<file path="config.mk">
export PLATFORM = sky130hd
export DESIGN_NAME = pc_sel_ctrl
export DESIGN_NICKNAME = d
export VERILOG_FILES = /design/src/rtl/pc_sel_ctrl_pkg.sv /design/src/rtl/pc_sel_ctrl_target_calc.sv /design/src/rtl/pc_sel_ctrl.sv
export SDC_FILE = /design/constraint.sdc
export NUM_CORES = 1
export LEC_CHECK = 0
export BUFFER_PORTS_ARGS = -buffer_cell sky130_fd_sc_hd__buf_2
export CAP_MARGIN = 5
export CORE_UTILIZATION = 25
export CTS_CLUSTER_DIAMETER = 80
export CTS_CLUSTER_SIZE = 25
export DETAILED_ROUTE_END_ITERATION = 7
export PLACE_DENSITY_LB_ADDON = 0.08
export SKIP_LAST_GASP = 1
export SLEW_MARGIN = 20
export SYNTH_ARGS = -nofsm -noshare
export SYNTH_HDL_FRONTEND = slang
export SYNTH_SLANG_ARGS = --single-unit
</file>
<file path="constraint.sdc">
create_clock -name clk -period 9.7 [get_ports clk]
set_clock_uncertainty 0.15 [all_clocks]
set_input_delay 0.485 -clock clk [delete_from_list [all_inputs] [get_ports clk]]
set_output_delay 0.485 -clock clk [all_outputs]
set_load 0.05 [all_outputs]
</file>
<file path="src/rtl/pc_sel_ctrl_pkg.sv">
// Shared definitions for the next-PC controller: mux select codes,
// controller state encoding and the branch-condition helper.
package pc_sel_ctrl_pkg;

  // Next-PC mux select codes (input order of the external 4:1 mux)
  localparam logic [1:0] SEL_NEXT_INS = 2'b00;
  localparam logic [1:0] SEL_BRANCH   = 2'b01;
  localparam logic [1:0] SEL_JUMP     = 2'b10;
  localparam logic [1:0] SEL_ZERO     = 2'b11;

  // Controller state: BOOT only lasts the first cycle after reset
  typedef enum logic [1:0] {
    ST_BOOT = 2'b00,
    ST_RUN  = 2'b01,
    ST_HOLD = 2'b10
  } pc_state_e;

  // Conditional branch resolution for BEQ/BNE
  function automatic logic branch_taken(input logic is_beq,
                                        input logic is_bne,
                                        input logic rs_eq_rt);
    return (is_beq & rs_eq_rt) | (is_bne & ~rs_eq_rt);
  endfunction

endpackage

</file>
<file path="src/rtl/pc_sel_ctrl_target_calc.sv">
// Candidate next-PC address arithmetic (purely combinational, mod 2^32).
module pc_sel_ctrl_target_calc (
  input  logic [31:0] pc,
  input  logic [15:0] imm16,
  input  logic [25:0] instr_index,
  output logic [31:0] pc_add4,
  output logic [31:0] branch_target,
  output logic [31:0] jump_target
);

  logic [31:0] branch_offset;

  // Sequential, PC-relative and region-absolute targets
  always_comb begin
    pc_add4       = pc + 32'd4;
    branch_offset = {{14{imm16[15]}}, imm16, 2'b00};
    branch_target = pc_add4 + branch_offset;
    jump_target   = {pc_add4[31:28], instr_index, 2'b00};
  end

endmodule

</file>
<file path="src/rtl/pc_sel_ctrl.sv">
// Next-PC controller: owns the PC register, picks the next-PC mux input
// each cycle, registers the mux result and raises a one-cycle fetch flush
// after every redirect.
module pc_sel_ctrl
  import pc_sel_ctrl_pkg::*;
#(
  parameter logic [31:0] RESET_PC   = 32'h0000_0000,
  parameter logic [31:0] EXC_VECTOR = 32'h0000_0180
) (
  input  logic        clk,
  input  logic        rst_n,
  input  logic        stall,
  input  logic        imem_ready,
  input  logic        exc,
  input  logic        is_jump,
  input  logic        is_beq,
  input  logic        is_bne,
  input  logic        rs_eq_rt,
  input  logic [15:0] imm16,
  input  logic [25:0] instr_index,
  input  logic [31:0] npc,
  output logic [31:0] pc,
  output logic [31:0] pc_add4,
  output logic [31:0] branch_target,
  output logic [31:0] jump_target,
  output logic [31:0] exc_vector,
  output logic [1:0]  pc_sel,
  output logic        fetch_valid,
  output logic        flush
);

  pc_state_e state, state_next;
  logic      advance;

  pc_sel_ctrl_target_calc u_target_calc (
    .pc            (pc),
    .imm16         (imm16),
    .instr_index   (instr_index),
    .pc_add4       (pc_add4),
    .branch_target (branch_target),
    .jump_target   (jump_target)
  );

  assign exc_vector = EXC_VECTOR;

  // Select, advance and next-state decode; decode inputs only matter in RUN
  always_comb begin
    pc_sel      = SEL_NEXT_INS;
    state_next  = state;
    fetch_valid = 1'b0;
    advance     = 1'b0;

    if (exc) begin
      pc_sel = SEL_ZERO;
    end else if (state == ST_RUN) begin
      if (is_jump) begin
        pc_sel = SEL_JUMP;
      end else if (branch_taken(is_beq, is_bne, rs_eq_rt)) begin
        pc_sel = SEL_BRANCH;
      end
    end

    unique case (state)
      ST_BOOT: begin
        state_next = ST_RUN;
      end
      ST_RUN: begin
        fetch_valid = 1'b1;
        if (exc) begin
          advance    = 1'b1;
          state_next = ST_RUN;
        end else if (stall || !imem_ready) begin
          state_next = ST_HOLD;
        end else begin
          advance    = 1'b1;
          state_next = ST_RUN;
        end
      end
      ST_HOLD: begin
        fetch_valid = 1'b1;
        if (exc) begin
          advance    = 1'b1;
          state_next = ST_RUN;
        end else if (!stall && imem_ready) begin
          state_next = ST_RUN;
        end
      end
      default: begin
        state_next = ST_BOOT;
      end
    endcase
  end

  // State, PC and flush registers; PC stays word aligned
  always_ff @(posedge clk or negedge rst_n) begin
    if (!rst_n) begin
      state <= ST_BOOT;
      pc    <= RESET_PC;
      flush <= 1'b0;
    end else begin
      state <= state_next;
      flush <= advance && (pc_sel != SEL_NEXT_INS);
      if (advance) begin
        pc <= npc & ~32'h0000_0003;
      end
    end
  end

endmodule
</file>
==> metrics.txt <==
CTS-repair resized insts=0; die span in y=128 µm; DRT Pass-1 Iters=4; worst slew pin tran=0.881 ns; first-pass GRT wire length=18200 µm; fraction of registers with async set/reset=100%; Reg-to-Reg Start=state[0]; critical path endpoint category=primary output; commonest non-fill, non-tap cell in the layout=buf_2; number of synthesized flops with an enable pin=0; HPWL after detailed placement=10100 µm; Ys Warns=0; CP Class=reg -> out; number of buffers added on ports=152; DIE WIDTH=128 µm; vias per cell=4.49; Post-CTS Setup Bufs=0; Max Buffers Root-to-Sink=2; Reg clk slew, reported paths=0.05 ns; final wirelength=11900 µm; share of the synthesized area in the top cell type=20.7%; FP Rows=45; fin crit period=4.74 ns; synthesized instance count=460; Skew-Pair Late Insertion Delay=0.27 ns; CP startpoint=pc[4]; multi-input logic area=0.00273 mm²; Crit path arrival time=4.10 ns; TritonCTS clock tree=built; run status=finished clean; die area=0.0165 mm²; cell area after synthesis=0.00400 mm²; Seq. cell area=826 µm²; worst-path maximum fanout=7; Final setup viols=0; Period Utilization, post-route=48.8%; hold_buf cts=0; Fmax=211 MHz; Worst Setup Start Kind=flip-flop; GPL Wtd Cong=0.823; clk root buf=clkbuf_16; DR vias=3551; RSZ-0062 raised after global routing=false; Net count, final=699; Hold Crit Class=in -> async; relative slew slack=41.1%; FF+latch count, synth=33; initial antenna violation count=1; H-tree levels=2; Synth cell types=53; number of global-route vias before repair=3467; Synth area leader=dfrtp_1; Initial DRC Count=85; core area=0.0154 mm²; share of layout cells above drive strength 1=33.3%; # IOs=247; sequential cell area fraction in the yosys report=20.7%; Layout area overhead=18.8%; DRC viols=0; Main synth FF type=dfrtp_1; Global Route Usage Sum=14.0%; Critical Path RT=9.07 ns; Final ANT Viol Nets=0; # clock sinks=33; Max Slew Vio Count=0; Initial Utilization=25.9%; Num CTS Buffers=5; Fin. Hold Viols=0; pin count of the biggest net entering global routing=34; overflow left after global routing=0; Filler cells=1701; setup TNS=0 ns; Max Cap Viol=0; most frequent cells in the layout=152 x buf_2, 40 x conb_1, 39 x xnor2_1, 37 x ha_1, 33 x dfrtp_1; average routed wire per standard cell=15.0 µm; Synth Area per Inst=8.69 µm²; top post-synthesis cells by area=dfrtp_1 21%, buf_4 13%, ha_1 12%, xnor2_1 8.5%, mux2_2 6.5%
-- cell type report --
type                    count  area share (%)
clock inverters             2           0.211
inverters                   7           0.553
clock buffers               6            2.71
diodes                      1          0.0527
flip-flops and latches     33            17.4
well taps                 211            5.56
multi-input cells         379            57.5
repair buffers            152            16.0
-- metal layers --
metal / vias up / track usage, % / part of all wire [%]
met5: - / 0 / 0
met4: 0 / 3.67 / 1.1
met3: 16 / 2.41 / 5.3
met2: 107 / 25.5 / 51
met1: 1654 / 17.0 / 42
li1: 1774 / - / -
-- cells by family (layout without fill, tap and decap cells) --
| family | count (synthesis) | in the layout | synth area share (%) |
|---|---|---|---|
| AND/OR/NAND/NOR | 110 | 110 | 14.5 |
| multiplexers | 30 | 30 | 8.45 |
| buffers and inverters | 86 | 167 | 14.7 |
| XOR/XNOR | 55 | 55 | 12.2 |
| flip-flops | 33 | 33 | 20.7 |
| adder cells (fa/ha/maj) | 38 | 38 | 12.1 |
| AO/OA/AOI/OAI | 106 | 106 | 17.1 |
| other | 2 | 41 | 0.188 |
-- cells in the mapped netlist, types with 2 or more instances --
| cell | n |
|---|---|
| ha_1 | 37 |
| nand2_1 | 26 |
| a21oi_1 | 28 |
| a211oi_1 | 4 |
| and2_1 | 4 |
| o21ai_1 | 6 |
| conb_1 | 2 |
| xnor2_1 | 39 |
| and4_1 | 3 |
| nand4_1 | 9 |
| inv_1 | 7 |
| xor2_1 | 15 |
| a21o_1 | 22 |
| o21bai_1 | 3 |
| nor2b_1 | 5 |
| mux2_2 | 23 |
| a31oi_1 | 6 |
| mux2_1 | 7 |
| buf_1 | 3 |
| nor2_1 | 23 |
| o31ai_1 | 3 |
| o211ai_1 | 2 |
| o21ai_0 | 17 |
| buf_4 | 71 |
| and3_1 | 10 |
| o21a_1 | 4 |
| nand2b_1 | 4 |
| clkbuf_1 | 5 |
| nand3_1 | 15 |
| nor3_1 | 2 |
| dfrtp_1 | 33 |
-- sequential cells by signal, summed over array words and instances, names as in the netlist --
register and flops:
pc 30, state 2, flush 1
-- final timing paths --
kind / to / slack [ns] / cells past startpoint
worst max-delay path: branch_target[26] / 4.96 / 15
worst min-delay path: pc[24] / 0.13 / 1
worst max register to register: pc[10] / 7.39 / 5
worst min register to register: pc[29] / 0.42 / 1
max in group asynchronous: pc[11] / 8.78 / 1
min in group clk: pc[2] / 0.28 / 3
-- through the flow --
stage | cell area, µm² | instances | util [%] | setup slack, ns | hold slack [ns]
floorplan | 4140 | 498 | - | 4.30 | 0.0394
global placement | 4610 | 782 | 29.9 | 5.28 | 0.398
detailed placement | 4610 | 782 | 29.9 | 5.23 | 0.413
CTS | 4750 | 790 | 30.8 | 4.92 | 0.164
global route | 4750 | 791 | 30.8 | 4.53 | 0.205
finish | 4750 | 791 | 30.8 | 4.96 | 0.131
-- critical path, stage by stage (launching register included) --
cell	delay [ns]
dfrtp_1	0.45
and4_1	0.39
nand3_2	0.18
nor2_1	0.20
and2_1	0.20
nand2_1	0.08
xnor2_1	0.23
ha_1	0.35
a21o_1	0.23
a21o_1	0.17
a21o_1	0.19
a311oi_1	0.26
o31ai_1	0.21
a31oi_1	0.24
xnor2_1	0.15
buf_2	0.29
Power is left out: the tool's default activity adds up to more than one toggle a clock period on the data nets, which glitch-free logic cannot reach.
